--- config.mk ---
export PLATFORM = sky130hd
export DESIGN_NAME = sin_rom_arbiter
export DESIGN_NICKNAME = d
export VERILOG_FILES = /design/src/rtl/sin_rom_arbiter.sv
export SDC_FILE = /design/constraint.sdc
export NUM_CORES = 1
export LEC_CHECK = 0
export BUFFER_PORTS_ARGS = -buffer_cell sky130_fd_sc_hd__buf_2
export CAP_MARGIN = 20
export CELL_PAD_IN_SITES_DETAIL_PLACEMENT = 1
export CELL_PAD_IN_SITES_GLOBAL_PLACEMENT = 2
export CORE_ASPECT_RATIO = 1.5
export CORE_MARGIN = 10
export CORE_UTILIZATION = 31
export DETAILED_ROUTE_END_ITERATION = 6
export PLACE_DENSITY_LB_ADDON = 0.1
export SYNTH_ARGS = -nofsm -noshare
export SYNTH_HDL_FRONTEND = slang
export SYNTH_SLANG_ARGS = --single-unit
--- constraint.sdc ---
create_clock -name clk -period 2.36 [get_ports clk]
set_input_delay 0.118 -clock clk [delete_from_list [all_inputs] [get_ports clk]]
set_output_delay 0.118 -clock clk [all_outputs]
set_load 0.03 [all_outputs]
--- src/rtl/sin_rom_arbiter.sv ---
// Two-requester arbiter in front of a quarter-wave sine ROM: folds a phase into
// a quadrant address, waits out the ROM latency and returns a signed sample.
module sin_rom_arbiter #(
   parameter int PHASE_W     = 9,
   parameter int ADDR_W      = PHASE_W - 2,
   parameter int DATA_W      = 8,
   parameter int ROM_LATENCY = 1
) (
   input  logic              clk,
   input  logic              rst,
   input  logic              req0_valid,
   input  logic [PHASE_W-1:0] req0_phase,
   output logic              req0_ready,
   input  logic              req1_valid,
   input  logic [PHASE_W-1:0] req1_phase,
   output logic              req1_ready,
   output logic [ADDR_W-1:0] rom_addr,
   input  logic [DATA_W-1:0] rom_dout,
   output logic              rsp_valid,
   input  logic              rsp_ready,
   output logic              rsp_id,
   output logic [DATA_W:0]   rsp_data,
   output logic              busy
);

   localparam logic [1:0] IDLE = 2'd0;
   localparam logic [1:0] WAIT = 2'd1;
   localparam logic [1:0] RESP = 2'd2;
   localparam int CNT_W = (ROM_LATENCY < 2) ? 1 : $clog2(ROM_LATENCY + 1);

   logic [1:0]         state;
   logic               last_grant;
   logic               grant;
   logic               neg;
   logic               id;
   logic [CNT_W-1:0]   cnt;
   logic [PHASE_W-1:0] sel_phase;
   logic               sel_valid;
   logic [ADDR_W-1:0]  fold_addr;
   logic [DATA_W:0]    magnitude;

   // A lone requester always wins; on a tie the one not served last goes first.
   always_comb begin
      grant = ~last_grant;
      if (req0_valid && !req1_valid) begin
         grant = 1'b0;
      end else if (req1_valid && !req0_valid) begin
         grant = 1'b1;
      end
   end

   assign req0_ready = ~rst & (state == IDLE) & ~grant;
   assign req1_ready = ~rst & (state == IDLE) & grant;
   assign busy       = (state != IDLE);

   assign sel_phase = grant ? req1_phase : req0_phase;
   assign sel_valid = grant ? req1_valid : req0_valid;
   // Odd quadrants run the table backwards; 127-p is just the bitwise inverse.
   assign fold_addr = sel_phase[PHASE_W-2] ? ~sel_phase[ADDR_W-1:0] : sel_phase[ADDR_W-1:0];
   assign magnitude = {1'b0, rom_dout};

   always_ff @(posedge clk) begin
      if (rst) begin
         state      <= IDLE;
         rom_addr   <= '0;
         rsp_valid  <= 1'b0;
         rsp_id     <= 1'b0;
         rsp_data   <= '0;
         last_grant <= 1'b1;
         neg        <= 1'b0;
         id         <= 1'b0;
         cnt        <= '0;
      end else begin
         case (state)
            IDLE: begin
               if (sel_valid) begin
                  rom_addr   <= fold_addr;
                  neg        <= sel_phase[PHASE_W-1];
                  id         <= grant;
                  last_grant <= grant;
                  cnt        <= CNT_W'(ROM_LATENCY);
                  state      <= WAIT;
               end
            end
            WAIT: begin
               if (cnt == '0) begin
                  rsp_data  <= neg ? -magnitude : magnitude;
                  rsp_id    <= id;
                  rsp_valid <= 1'b1;
                  state     <= RESP;
               end else begin
                  cnt <= cnt - 1'b1;
               end
            end
            RESP: begin
               if (rsp_ready) begin
                  rsp_valid <= 1'b0;
                  state     <= IDLE;
               end
            end
            default: begin
               rsp_valid <= 1'b0;
               state     <= IDLE;
            end
         endcase
      end
   end

endmodule

==> impl_results.md, run 1 <==
* Commonest cells post-synth: dfxtp_1 (24), nor2_1 (23), inv_1 (10)
* Clk slew on worst S/H paths at roughly 0.09 ns
* Syn nets at between 200 and 250
* Largest net degree at the start of global routing at 28
* Post-Synth XOR/XNOR Area at 0.0344
* PwrDens at 716 nW/um^2
* CP Class: in -> reg
* Gate count after technology mapping at 170
* P&R area growth vs syn at 16.2%
* VDD IR max at 186 uV
* Number of synthesized register bits at 24
* Finished Layout Cells at 277
* Count leader, synth: dfxtp_1
* DR vias/cell at ~5.2
* Hold buffer count at cts at 0
* Row cnt at 31
* Placer Congestion at 0.706
* Port Buffers at 51
* Static Leakage at around 0.76 nW
* Synth area leaders: dfxtp_1 (31%), nor2_1 (5.7%), a211o_1 (5.2%)
* Worst r2r path cells at 3
* Global-route wire length before repair at 7.48 mm
* Post-Synth Adder-Cell Area at 0.00820
* Minimum clock period at 1.83 ns
* Die W at 77.3 um
* Core Util, Final at 0.369
* Actual transition at the worst max-transition pin at a little under 0.8 ns
* Die height at about 110 um
* Pins Over Slew Limit at 0
* Hold Path End: neg
* R2r endpoint: rom_addr[6]
* DR vias at 1,445
* GRT overflow at 0
* Initial antenna violation count at 0
* Arrival time worst endpoint at 2.00 ns
* Clk root buf: clkbuf_8
* DP HPWL at 3.69 mm
* Synth top area share at 0.315
* Final Hold Viols at 0
* Starting Density at 0.317
* # setup viols final at 0
* Crit. End Element: flop
* Total GRT Usage at 0.112
* Post-synthesis sequential area ratio at 0.315
* DR pass1 iterations at 4
* Synth Area in Compound Gates at 0.320
* Yosys top cell by area: dfxtp_1
* Die ar. at 8190 sq um
* H-tree depth at 1
* Final wirelength at about 4.7 mm
* Worst-skew pair later-pin latency at 0.28 ns
* Status: complete, no violations
* Worst Hold Launch: req1_phase[8]
* Max Fclk at 0.546 GHz
* Post-detailed-route wirelength per cell at 16.8 um
* Core Region at 4810 sq um
* Multiplexer share of the synthesized area at 0.0197
* Setup Skew at 0.00953 ns
* Max-slew headroom at 0.483
* Number of synthesized flops with an enable pin at 0
* Hold Slack at 0.118 ns
* Distinct cells, synth at 40
* RSZ-0062 raised after global routing: false
* FFs w/ async S/R, synth at 0
* Final net count at 244
* Iter 0 DRT Violations at 31
* Worst Hold Path Cells at 3
* Setup TNS at 0 ns
* Worst path required time at 2.53 ns
* Synthesized area per cell at 8.98 sq um
* Largest family of logic cells by synthesized area: compound AO/OA/AOI/OAI gates
* DRT antenna net count at 0
* Vias in the first global route at 1,571
* RR Startpoint: last_grant
* CTS Buffer Depth at 2
* DRC Markers at 0
* CTS buffer count at 3
* Synth Area in Simple Gates at 0.174
* Netlist area before placement at ~1500 sq um
* CTS tree: done
* DP Cell Count at roughly 270
* Clk sink count at 24
* R2R Setup Slk at 0.59 ns
* Maxcap violations at 0
* Startpoint types: input pin
* Post-CTS resize count at 0
* Main flop type after synthesis: dfxtp_1
* Final worst-path cycle share at 0.776
* Top Ports at 52
* YS warnings at 0
* Diodes inserted at 0
* Setup Fix Bufs, Post-CTS at 0
* Crit-path max FO at 18
* Share of cells above drive strength 1 at 0.332
* Hold WC Path Type: in -> reg
==> per-layer routing <==
layer / track usage / wire [um] / vias to the layer above
met4: 0.0393 / 58 / 0
met3: 0.0304 / 246 / 5
met1: 0.106 / 1860 / 689
met2: 0.221 / 2500 / 38
li1: - / - / 713
met5: 0 / 0 / -
==> state kept, by name, summed over array words and instances, names as in the netlist <==
| name | count |
|---|---|
| cnt | 1 |
| rom_addr | 7 |
| rsp_data | 9 |
| last_grant | 1 |
| neg | 1 |
| state | 2 |
| id | 1 |
| rsp_valid | 1 |
| rsp_id | 1 |
==> worst max-delay path, cell delays in order <==
cell and delay [ns]:
buf_2 0.21, nand2b_1 0.45, a211oi_4 0.70, o211ai_1 0.18
a311oi_1 0.32
==> power by group <==
group	internal [mW]	switching (mW)	total, mW
Clock	0.149	0.142	0.291
Combinational	0.174	0.294	0.468
Sequential	0.461	0.0499	0.511
==> through the flow <==
| step | power [mW] | setup WS, ns | cell area [sq um] |
|---|---|---|---|
| after detailed placement | 0.995 | 0.233 | 1720 |
| after global placement | 0.976 | 0.433 | 1720 |
| after global routing | 1.35 | 0.392 | 1770 |
| final | 1.27 | 0.529 | 1770 |
| after floorplan | 0.878 | 0.785 | 1530 |
| after CTS | 1.29 | 0.521 | 1770 |
==> cell type report <==
| cell class | instances | area, sq um |
|---|---|---|
| fill | 614 | 3040 |
| tap | 66 | 82.6 |
| timing repair buffer | 53 | 270 |
| inverter | 10 | 37.5 |
| sequential | 24 | 480 |
| clock buffer | 4 | 55.1 |
| multi-input combinational | 120 | 848 |
==> how the worst max path moves through the flow <==
stage	startpoint	endpoint	slack [ns]	cells after the start
6_report	req1_valid	rom_addr[6]	0.53	5
3_3_place_gp	req1_valid	rom_addr[4]	0.43	5
2_1_floorplan	last_grant	req1_ready	0.79	4
4_1_cts	last_grant	req0_ready	0.52	3
3_5_place_dp	req1_valid	rom_addr[6]	0.23	5
5_1_grt	req1_valid	rom_addr[6]	0.39	5
==> cell usage in the layout (no fill, tap or decap), drive strengths merged, types with 5 or more instances in the layout <==
cell,count
buf,53
dfxtp,24
nor2,23
a211o,15
inv,10
a311oi,8
a211oi,8
nor3b,7
a31oi,7
o211ai,7
a21oi,5
xor2,5
==> cell families (layout without fill, tap and decap cells) <==
group,Yosys count,in the layout
compound gates,60,60
simple gates,50,50
buf+inv,26,67
flops,24,24
xor+xnor,6,6
mux,3,3
fa+ha+maj,1,1
Power figures use the tool's default switching activity.
==> run 2: changes to the inputs <==
ABC_AREA = 1   (was default)
CORE_UTILIZATION = 25   (was 31)
clock period = 1.91 ns   (was 2.36 ns; I/O delays follow)
==> run 2 against run 1 <==
- non-clock buffer count fell by 2
- design area rose by 5.1%
- sequential power grew 19%
- worst setup slack got worse by 0.31 ns
- utilization shrank 4.9 points
- via count increased by 11%
- clock power increased by 56%
- register-to-register slack worse by 0.03 ns
- critical path depth grew 1
- wire length fell by 0.45%
- critical endpoint is now req1_ready
==> impl_results.md, run 2 <==
* Placer Congestion at 0.766 (+8.5%)
* Number of synthesized register bits at 24 (unchanged)
* DR pass1 iterations at 4 (unchanged)
* CTS buffer count at 3 (unchanged)
* Number of synthesized flops with an enable pin at 0 (unchanged)
* GRT overflow at 0 (unchanged)
* Initial antenna violation count at 0 (unchanged)
* Setup WS pre-CTS at 0.393 ns (+0.160 ns)
* Die ar. at 9600 sq um (+17%)
* Commonest cells post-synth: nand2_1 (68), inv_1 (33), dfxtp_1 (24), nor2_1 (24), nand3_1 (22)
* # setup viols final at 0 (unchanged)
* Share of cells above drive strength 1 at 0.237 (-0.0950)
* Global-route wire length before repair at 7.93 mm (+6.0%)
* Clk slew on worst S/H paths at 0.09 ns (about the same)
* FFs w/ async S/R, synth at 0 (unchanged)
* Core Region at 5830 sq um (+21%)
* Arrival time worst endpoint at 1.60 ns (-0.40 ns)
* Worst path required time at 1.81 ns (-0.72 ns)
* Worst-skew pair later-pin latency at 0.27 ns (about the same)
* Final net count at 316 (+30%)
* Crit-path max FO at 20 (+2)
* Max Fclk at 0.590 GHz
* RSZ-0062 raised after global routing: false
* Largest net degree at the start of global routing at 21 (-25%)
* Row cnt at 34 (+9.7%)
* Pwr Total at 1.65 mW (+30%)
* Netlist area before placement at 1510 sq um (-1.2%)
* Diodes inserted at 0 (unchanged)
* DRT antenna net count at 0 (unchanged)
* Leading cell type in the layout, fill and taps excluded: nand2_1
* Syn nets at 269 (+33%)
* Max reg flops at 9 (unchanged)
* Port Buffers at 51 (unchanged)
* Max-slew headroom at 0.750 (+0.267)
* Pins Over Slew Limit at 0 (unchanged)
* Main flop type after synthesis: dfxtp_1
* PwrDens at 884 nW/um^2 (+23%)
* Die height at 115 um (+8.7%)
* VDD IR max at 393 uV (+110%)
* P&R area growth vs syn at 23.7%
* Setup TNS at 0 ns (unchanged)
* Yosys top cell by area: dfxtp_1
* Maxcap violations at 0 (unchanged)
* CP Class: reg -> out
* Synthesized area per cell at 6.36 sq um (-29%)
* Hold WC Path Type: in -> reg
* Minimum clock period at around 1.7 ns
* DR vias at 1,598 (+11%)
* Synth area leaders: dfxtp_1 (32%), nand2_1 (17%), inv_1 (8.2%)
* Iter 0 DRT Violations at 31 (unchanged)
* Most frequent cells in the layout: nand2_1 (68), buf_2 (51), inv_1 (33)
* Clk sink count at 24 (unchanged)
* CTS tree: done
* DR vias/cell at 4.50 (-14%)
* Status: complete, no violations
* DP HPWL at 3.88 mm (+5.0%)
* Gate count after technology mapping at 237 (+39%)
* Starting Density at 0.259 (-0.0587)
* Startpoint types: flop
* Post-detailed-route wirelength per cell at 13.1 um (-22%)
* Top Registers: rsp_data (9), rom_addr (7), state (2)
* Setup Skew at 0.00884 ns (-0.000686 ns)
* Final worst-path cycle share at 0.887
* Crit. End Element: primary output
* Total GRT Usage at 0.0962 (-0.0156)
* Static Leakage at 1.06 nW (+39%)
* YS warnings at 0 (unchanged)
* Clk root buf: clkbuf_8
* Hold buffer count at cts at 0 (unchanged)
* Slack of the critical path at 0.216 ns (-0.312 ns)
* Distinct cells, synth at 24 (-40%)
* Actual transition at the worst max-transition pin at 0.374 ns (-0.402 ns)
* CTS Buffer Depth at 2 (unchanged)
* H-tree depth at 1 (unchanged)
* DRC Markers at 0 (unchanged)
* Post-synthesis sequential area ratio at 0.319 (+0.00392)
* Die W at 83.4 um (+7.9%)
* Final wirelength at 4.64 mm (-0.45%)
* Vias in the first global route at 1,632 (+3.9%)
* Final Hold Viols at 0 (unchanged)
* Most flops, register: rsp_data
* Top Ports at 52 (unchanged)
* Count leader, synth: nand2_1
* Synth top area share at 0.319 (+0.00392)
## run 2: critical path, cell delays in order (launching register included)
cell and delay [ns]:
dfxtp_1 0.32, inv_1 0.11, nand2_4 0.14, nand2_4 0.26, inv_2 0.06, nor3_1 0.18
buf_2 0.24
## run 2: cells by family (layout without fill, tap and decap cells)
logic type,after synthesis,in the layout,share of synthesized area
fa+ha+maj,1,1,0.00830
buf+inv,45,91,0.133
flops,24,24,0.319
simple gates,135,135,0.417
xor+xnor,3,3,0.0174
compound gates,29,29,0.105
## run 2: what timing repair did
action | in CTS | in global routing
gates resized for setup | 0 | 1
endpoints found under the setup margin | 0 | 2
setup buffers | 0 | 0
## run 2: where the power goes
part / internal, mW / total, mW / switching, mW / leakage, nW
registers: 0.567 / 0.607 / 0.0403 / 0.198
clock network: 0.280 / 0.453 / 0.173 / 0.0357
logic: 0.187 / 0.588 / 0.401 / 0.829
## run 2: stage by stage
step | cells | util | hold slack (ns) | instance area (sq um)
2_1_floorplan | 237 | - | 0.244 | 1510
3_3_place_gp | 351 | 0.307 | 0.379 | 1790
3_5_place_dp | 351 | 0.307 | 0.388 | 1790
4_1_cts | 355 | 0.319 | 0.100 | 1860
5_1_grt | 355 | 0.320 | 0.111 | 1860
6_report | 355 | 0.320 | 0.0983 | 1860
## run 2: path summary, 6_finish.rpt
kind                                  start  cells past startpoint           to  slack, ns
worst max-delay path             last_grant                      6   req1_ready       0.22
worst min-delay path            rom_dout[0]                      3  rsp_data[0]        0.1
worst max register to register     state[0]                      7       rsp_id       0.56
worst min register to register           id                      2           id       0.47
## run 2: final cells by class
| cell class | count | area, sq um |
|---|---|---|
| fillers | 771 | 3960 |
| multi-input cells | 168 | 832 |
| flip-flops and latches | 24 | 480 |
| repair buffers | 51 | 255 |
| inverters | 36 | 135 |
| well taps | 72 | 90.1 |
| clock buffers | 3 | 41.3 |
| clock inverters | 1 | 30.0 |
## run 2: layer usage
layer,routed length (um),track usage,up-vias
met5,0,0,-
met4,46,0.0273,0
met2,2380,0.177,41
met3,243,0.0191,2
li1,-,-,832
met1,1970,0.109,723
